<file path="src/rtl/cordic_pkg.sv">
// Shared types and defaults for the CORDIC phase generator.
// Holds data/angle defaults, FSM states and the fold-stage bundle.
package cordic_pkg;

  localparam int DATA_W   = 16;
  localparam int ANGLE_90 = 23170;
  localparam int X_INIT   = 19898;

  typedef enum logic [1:0] {
    IDLE,
    RUN,
    DRAIN
  } phase_gen_state_t;

  typedef struct packed {
    logic        valid;
    logic        last;
    logic        fold;
    logic [16:0] th;
  } fold_s1_t;

endpackage

</file>
<file path="src/rtl/cordic_phase_fold.sv">
// Two-stage fold (to +/-90 deg) and scale (to CORDIC angle units) pipeline.
// Ports: clk, reset_n, adv (stall when 0), in_valid/in_last/in_phase -> angle/fold/last/valid.
module cordic_phase_fold #(
  parameter int DW  = 16,
  parameter int A90 = 23170
) (
  input  logic                 clk,
  input  logic                 reset_n,
  input  logic                 adv,
  input  logic                 in_valid,
  input  logic                 in_last,
  input  logic [15:0]          in_phase,
  output logic signed [DW-1:0] angle,
  output logic                 fold,
  output logic                 last,
  output logic                 valid
);
  import cordic_pkg::*;

  localparam logic signed [31:0] A90W = 32'(A90);

  fold_s1_t           s1_d;
  fold_s1_t           s1_q;
  logic signed [16:0] th;
  logic signed [16:0] th_q;
  logic signed [31:0] prod;

  always_comb begin
    th         = {in_phase[15], in_phase};
    s1_d.valid = in_valid;
    s1_d.last  = in_last;
    s1_d.fold  = 1'b0;
    s1_d.th    = th;
    if (th > 17'sh04000) begin
      s1_d.th   = 17'sh08000 - th;
      s1_d.fold = 1'b1;
    end else if (th < -17'sh04000) begin
      s1_d.th   = -17'sh08000 - th;
      s1_d.fold = 1'b1;
    end
  end

  assign th_q = s1_q.th;
  assign prod = $signed({{15{th_q[16]}}, th_q}) * A90W;

  always_ff @(posedge clk or negedge reset_n) begin
    if (!reset_n) begin
      s1_q  <= '0;
      angle <= '0;
      fold  <= 1'b0;
      last  <= 1'b0;
      valid <= 1'b0;
    end else if (adv) begin
      s1_q  <= s1_d;
      valid <= s1_q.valid;
      last  <= s1_q.valid & s1_q.last;
      fold  <= s1_q.valid & s1_q.fold;
      angle <= s1_q.valid ? DW'(prod >>> 14) : '0;
    end
  end

endmodule

</file>
<file path="src/rtl/cordic_phase_gen.sv">
// NCO burst generator feeding the cordic rotator with folded, scaled angles.
// Ports: start/stop/ftw/phase_init/n_samples/out_ready in; angle/x/y/valid/fold/last/busy/done out.
module cordic_phase_gen #(
  parameter int PHASE_W  = 32,
  parameter int DATA_W   = cordic_pkg::DATA_W,
  parameter int ANGLE_90 = cordic_pkg::ANGLE_90,
  parameter int X_INIT   = cordic_pkg::X_INIT,
  parameter int CNT_W    = 16
) (
  input  logic                     clk,
  input  logic                     reset_n,
  input  logic                     start,
  input  logic                     stop,
  input  logic [PHASE_W-1:0]       ftw,
  input  logic [PHASE_W-1:0]       phase_init,
  input  logic [CNT_W-1:0]         n_samples,
  input  logic                     out_ready,
  output logic signed [DATA_W-1:0] angle_o,
  output logic signed [DATA_W-1:0] x_o,
  output logic signed [DATA_W-1:0] y_o,
  output logic                     valid_o,
  output logic                     fold_o,
  output logic                     last_o,
  output logic                     busy,
  output logic                     done
);
  import cordic_pkg::*;

  phase_gen_state_t   state_q;
  phase_gen_state_t   state_d;
  logic [PHASE_W-1:0] acc_q;
  logic [PHASE_W-1:0] ftw_q;
  logic [CNT_W-1:0]   cnt_q;
  logic               adv;
  logic               issue;
  logic               issue_last;
  logic               last_hs;
  logic               done_q;

  assign adv        = out_ready | ~valid_o;
  assign issue      = (state_q == RUN) & adv;
  // cnt stays 0 in continuous mode, so only stop can end it
  assign issue_last = stop | (cnt_q == CNT_W'(1));
  assign last_hs    = valid_o & out_ready & last_o;

  always_comb begin
    state_d = state_q;
    unique case (state_q)
      IDLE:    if (start) state_d = RUN;
      RUN:     if (issue && issue_last) state_d = DRAIN;
      DRAIN:   if (last_hs) state_d = IDLE;
      default: state_d = IDLE;
    endcase
  end

  always_ff @(posedge clk or negedge reset_n) begin
    if (!reset_n) begin
      state_q <= IDLE;
      acc_q   <= '0;
      ftw_q   <= '0;
      cnt_q   <= '0;
      done_q  <= 1'b0;
    end else begin
      state_q <= state_d;
      done_q  <= (state_q == DRAIN) & last_hs;
      if (state_q == IDLE && start) begin
        acc_q <= phase_init;
        ftw_q <= ftw;
        cnt_q <= n_samples;
      end else if (issue) begin
        acc_q <= acc_q + ftw_q;
        if (cnt_q != '0) cnt_q <= cnt_q - CNT_W'(1);
      end
    end
  end

  cordic_phase_fold #(
    .DW  (DATA_W),
    .A90 (ANGLE_90)
  ) u_fold (
    .clk      (clk),
    .reset_n  (reset_n),
    .adv      (adv),
    .in_valid (issue),
    .in_last  (issue_last),
    .in_phase (acc_q[PHASE_W-1 -: 16]),
    .angle    (angle_o),
    .fold     (fold_o),
    .last     (last_o),
    .valid    (valid_o)
  );

  assign x_o  = valid_o ? DATA_W'(X_INIT) : '0;
  assign y_o  = '0;
  assign busy = (state_q != IDLE);
  assign done = done_q;

endmodule

</file>
<file path="config.mk">
export PLATFORM = sky130hd
export DESIGN_NAME = cordic_phase_gen
export DESIGN_NICKNAME = d
export VERILOG_FILES = /design/src/rtl/cordic_pkg.sv /design/src/rtl/cordic_phase_fold.sv /design/src/rtl/cordic_phase_gen.sv
export SDC_FILE = /design/constraint.sdc
export NUM_CORES = 1
export LEC_CHECK = 0
export CORE_MARGIN = 3
export CORE_UTILIZATION = 33
export DETAILED_ROUTE_END_ITERATION = 7
export PLACE_DENSITY = 0.54
export SLEW_MARGIN = 20
export SYNTH_ARGS = -nofsm -noshare
export SYNTH_HDL_FRONTEND = slang
export SYNTH_SLANG_ARGS = --single-unit
</file>
<file path="constraint.sdc">
create_clock -name clk -period 4.6 [get_ports clk]
set_clock_uncertainty 0.1 [all_clocks]
set_input_delay 0.92 -clock clk [delete_from_list [all_inputs] [get_ports clk]]
set_output_delay 0.92 -clock clk [all_outputs]
set_load 0.02 [all_outputs]
</file>
# --- Word level (Yosys, flattened, before mapping) ---
# Cells that the tools add are included.
totals:
  ff_bits: 122
  in_bits: 85
  word_cells: 57
classes:
  add_sub_neg: 4
  mul: 1
  order_cmp: 2
  eq_ne: 6
  n_mux: 13
  bitwise_logic: 9
  n_reduce_logical: 9
ops:
  columns: ["op", "n"]
  rows:
  - ["16-bit two-way mux", 4]
  - ["32-bit two-way mux", 2]
  - ["18-bit two-way mux", 2]
  - ["32-bit adder", 1]
  - ["17-bit by 15-bit multiplier with 29-bit output, second input constant", 1]
  - ["16-bit by 16-bit subtractor with 17-bit output, first input constant", 1]
  - ["17-bit by 16-bit subtractor with 17-bit output, first input constant", 1]
  - ["16-bit by 1-bit == test with 1-bit output, second input constant", 1]
  - ["16-bit greater-than comparator, second input constant", 1]
  - ["16-bit by 15-bit < comparator with 1-bit output, second input constant", 1]
  - ["16-bit nonzero test", 1]
  - ["16-bit by 1-bit subtractor with 16-bit output, second input constant", 1]
  - ["15-bit two-way mux", 1]
  - ["1-bit bitwise AND", 6]
  - ["2-bit two-way mux", 3]
  - ["2-bit case mux with 3 select lines", 1]
  - ["2-bit nonzero test", 3]
  - ["2-bit != test, second input constant", 2]
  - ["3-bit AND reduction", 1]
  - ["2-bit by 1-bit == test with 1-bit output, second input constant", 1]
  - ["2-bit == test, second input constant", 1]
  - ["1-bit logical AND", 2]
  - ["2-bit logical NOT", 1]
  - ["2-bit by 1-bit != test with 1-bit output, second input constant", 1]
  - ["3 further kinds", 4]

# --- Depth between registers and ports, before layout ---
logic_depth:
  ltp_word: 6
  ltp_mapped: 18

# --- Modules after synthesis ---
# A second synthesis with hierarchy kept.
hier_totals:
  cells_unflattened: 1195
  hier_area_um2: 10940.5
modules_own_cells:
  columns: ["mod", "instances", "cells_each", "area_each_um2", "seq_area_each_um2"]
  rows:
  - ["cordic_phase_fold", 1, 554, 5546.6, 975.9]
  - ["cordic_phase_gen", 1, 641, 5393.9, 2077.0]

# --- Worst setup path after synthesis ---
# OpenSTA, ideal clock, no wires.
synth_timing:
  kind: "flip-flop to flip-flop"
  start: "reg u_fold.s1_q (netlist bit u_fold.th_q[12])"
  end: "reg u_fold.angle[13]"
  setup_time_ns: 0.129
  arrival_ns: 4.767
  setup_slack_ns: -0.396
  stages_incl_launch_ff: 19
  path_buffers: 0
  cell_sequence: "dfrtp_1 -> ha_1 -> inv_1 -> fa_1 -> inv_1 -> fa_1 -> fa_1 -> fa_1 -> ha_1 -> ha_1 -> a21o_1 -> a21o_1 -> a31oi_1 -> a21oi_1 -> a41oi_1 -> nand2b_1 -> a21oi_1 -> xor2_1 -> o21ai_1"
synth_via:
  elab_chain_len: 2
synth_lines:
  columns: ["item", "line_no", "source"]
  rows:
  - ["start: declaration", "cordic_phase_fold.sv:23", "fold_s1_t s1_q;"]
  - ["start signal: assignment", "cordic_phase_fold.sv:48", "s1_q <= '0;"]
  - ["start signal: assignment", "cordic_phase_fold.sv:54", "s1_q <= s1_d;"]
  - ["17-bit by 15-bit multiplier with 29-bit output", "cordic_phase_fold.sv:44", "assign prod = $signed({{15{th_q[16]}}, th_q}) * A90W;"]
  - ["16-bit two-way mux", "cordic_phase_fold.sv:58", "angle <= s1_q.valid ? DW'(prod >>> 14) : '0;"]
  - ["end signal: assignment", "cordic_phase_fold.sv:58", null]
  - ["end: declaration", "cordic_phase_fold.sv:13", "output logic signed [DW-1:0] angle,"]
# No other way between the ends.
# A chain may end at the register's enable or synchronous reset.

# --- Worst setup path in the final report ---
layout_timing:
  start: "reg u_fold.s1_q (netlist bit u_fold.th_q[10])"
  end: "reg u_fold.angle[13]"
# The elaborated chain is that of the path after synthesis.

==> impl_metrics.env <==
export IMPL_maxCapViolCount=0
export IMPL_numCtsBuffers=17
export IMPL_htreeDepth=4
export IMPL_crit_path_start="u_fold.th_q[10]$_DFFE_PN0N_"
export IMPL_crit_path_max_incr_delay_ps=540
export IMPL_dp_cells=1774
export IMPL_min_from="u_fold.angle[7]$_DFFE_PN0N_"
export IMPL_fin_util_pct=43.7
export IMPL_portBuffers=114
export IMPL_stdcell_count=1826
export IMPL_synth_distinct_cells=60
export IMPL_cts_sinks=122
export IMPL_grt_pass1_wl_mm=45.6
export IMPL_async_flop_share_pct=100
export IMPL_period_share_pct=105
export IMPL_max_clock_path_buffers=2
export IMPL_worst_slack_ps=-228
export IMPL_io_pins=138
export IMPL_drive_above_1_share_pct=15.1
export IMPL_synth_top_flop_cell="dfrtp_1"
export IMPL_antenna_left=0
export IMPL_die_y_um=187
export IMPL_grt_pass1_vias=8991
export IMPL_synth_edf_count=0
export IMPL_syn_inst=1206
export IMPL_min_period_ps=4830
export IMPL_violations="negative setup slack"
export IMPL_vias=8756
export IMPL_start_util_pct=33.8
export IMPL_drtIter0Drc=262
export IMPL_synthToLayoutAreaGrowth_pct=29.6
export IMPL_grt_usage_pct=15.9
export IMPL_cp_end_kind="flip-flop"
export IMPL_finalHoldViolations=0
export IMPL_fillCellCount=3146
export IMPL_cp_cell_sequence="buf_12, ha_4, inv_2, fa_1, inv_2, fa_1, fa_1, fa_1, ha_4, ha_4, a21oi_4, o21ai_2, a31oi_4, a21oi_2, a41oi_2, nand2b_1, a21oi_2, xor2_1, o21ai_1"
export IMPL_worst_slew_pin_slew_ps=747
export IMPL_r2r_slack_ps=-230
export IMPL_dr_pass1_iters=5
export IMPL_min_path_type="reg -> reg"
export IMPL_dpl_cell_area_um2=12900
export IMPL_drc=0
export IMPL_clk_pin_slew_ps=60
export IMPL_routed_wl_mm=27.5
export IMPL_layout_nets=1676
export IMPL_ctsHoldBuffers=0
export IMPL_dpl_hpwl_mm=20.8
export IMPL_grt_max_degree=71
export IMPL_syn_area_um2=10800
export IMPL_synth_seq_cells=122
export IMPL_yosys_warnings=0
export IMPL_critPathSlowestCell="fa_1"
export IMPL_status="finished with violations"
export IMPL_rows=65
export IMPL_critPathArrivalTime_ps=5030
export IMPL_critPathMaxFanout=3
export IMPL_cp_start_kind="flip-flop"
export IMPL_tritoncts="built"
export IMPL_wire_per_inst_um=15.0
export IMPL_antenna_cells=0
export IMPL_worstSkewPairLatency_ps=430
export IMPL_place_congestion=0.839
export IMPL_r2r_start="u_fold.th_q[10]$_DFFE_PN0N_"
export IMPL_final_max_slew_violation_count=0
export IMPL_preCtsSetupSlack_ps=-303
export IMPL_dieArea_um2=34800
export IMPL_critPathKind="reg -> reg"
export IMPL_timing_fmax_mhz=207
export IMPL_die_width_um=187
export IMPL_core_area_um2=31900
export IMPL_cp_common_cell="fa_1"
export IMPL_grt_antenna_before_repair=1
export IMPL_cp_data_required_time_ps=4800
export IMPL_ys_seq_area_share_pct=28.4
export IMPL_syn_area_per_cell_um2=8.92
export IMPL_setup_viol=10
export IMPL_clock_root_buffer="clkbuf_16"
export IMPL_slew_headroom_pct=50.2
export IMPL_grt_overflow_total=0
export IMPL_vias_per_cell=4.80
export IMPL_fin_area_um2=13900
export IMPL_rsz0062_at_grt="true"
==> per-stage QoR <==
stage                     setup TNS, ps  hold slack [ps]
after floorplan                   -11.9              350
after global placement            -1500              362
after detailed placement          -2180              369
after CTS                         -1110              382
after global routing              -3460              399
final                             -1430              373
==> cell type report <==
cell class              instances  area, um^2  area share [%]
inverters                     106         398            2.85
flip-flops and latches        122        3070            22.0
clock buffers                  19         443            3.18
repair buffers                206        1870            13.4
well taps                     435         544            3.90
multi-input cells             925        7460            53.5
clock inverters                13         159            1.14
==> state kept, by name (all words and copies together) (netlist names) <==
name,flops
acc_q,32
ftw_q,32
u_fold.th_q,17
cnt_q,16
u_fold.angle,16
u_fold.s1_q,3
state_q,2
done,1
u_fold.fold,1
u_fold.last,1
u_fold.valid,1
==> per-layer routing <==
layer / track usage, % / part of all wire, % / vias to the layer above
met5: 0 / 0.047 / -
met4: 3.66 / 1.2 / 2
met3: 3.25 / 3.7 / 20
met2: 27.1 / 48 / 162
met1: 20.9 / 47 / 4149
li1: - / - / 4423
==> cells by family (layout without fill, tap and decap cells) <==
group | after synthesis | count (layout) | share of synthesized area [%]
multiplexers | 2 | 2 | 0.186
flip-flops | 122 | 122 | 28.4
XOR/XNOR | 58 | 58 | 4.72
AND/OR/NAND/NOR | 334 | 334 | 13.4
buffers and inverters | 181 | 344 | 7.45
adder cells (fa/ha/maj) | 213 | 213 | 29.0
AO/OA/AOI/OAI | 295 | 295 | 16.8
other | 1 | 23 | 0.0349
==> worst max-delay path: cells and delay by family (launching register included) <==
kind	cells	cell delay, ps
XOR/XNOR	1	140
buffers and inverters	3	210
adder cells (fa/ha/maj)	7	2700
AND/OR/NAND/NOR	1	120
flip-flops	1	450
AO/OA/AOI/OAI	7	970
==> worst paths after layout <==
kind,end,depth (start not counted)
hold reg to reg,u_fold.angle[7]$_DFFE_PN0N_,2
max in group asynchronous,u_fold.th_q[12]$_DFFE_PN0N_,2
hold / removal,u_fold.angle[7]$_DFFE_PN0N_,2
setup reg to reg,u_fold.angle[13]$_DFFE_PN0N_,19
min in group asynchronous,ftw_q[11]$_DFFE_PN0P_,1
setup / recovery,u_fold.angle[13]$_DFFE_PN0N_,19
==> layout by cell type, fill, tap and decap left out, drive strengths merged, types with 14 or more instances in the layout <==
cell and instances:
a21oi 89, conb 23, buf 93, a31oi 17, fa 61, nand3 19, nand2 188, xor2 23
a21o 24, a22oi 14, inv 112, clkbuf 19, nor2 61, ha 152, nor3 15, clkdlybuf4s50 113
o21ai 93, dfrtp 122, xnor2 35
==> timing repair <==
action / 4_1_cts / 5_1_grt
resized for setup: 40 / 19
pin swaps: 24 / 18
endpoints found under the hold margin: 0 / 0
buffers inserted: 11 / 9
endpoints found under the setup margin: 13 / 14
==> synth_stat cells, drive strengths merged, types with 2 or more instances <==
library cell / count / area share, %
a211oi: 10 / 0.79
o21bai: 10 / 0.70
nand2b: 9 / 0.52
nand2: 188 / 6.6
a221o: 2 / 0.19
nand4: 5 / 0.29
clkbuf: 36 / 1.3
a21boi: 2 / 0.14
fa: 61 / 11
nor3: 15 / 0.70
nand3b: 3 / 0.21
xor2: 23 / 1.9
buf: 39 / 2.5
o22ai: 3 / 0.17
a221oi: 3 / 0.36
a31oi: 17 / 1.0
o21a: 3 / 0.21
a22oi: 14 / 0.98
and3: 9 / 0.52
o21ai: 93 / 4.4
xnor2: 35 / 2.8
and2: 5 / 0.29
a41o: 2 / 0.19
nor4: 4 / 0.23
ha: 152 / 18
nor2b: 4 / 0.23
nor2: 61 / 2.1
a21oi: 89 / 4.1
inv: 106 / 3.7
nand3: 19 / 0.88
a21o: 24 / 1.7
o2111ai: 2 / 0.16
and4: 2 / 0.16
o31ai: 9 / 0.72
or3: 6 / 0.35
o211ai: 4 / 0.28
mux2i: 2 / 0.19
dfrtp: 122 / 28
Power is not shown: default switching activity piles up to over one toggle a cycle in this logic, so the estimate is an artifact.
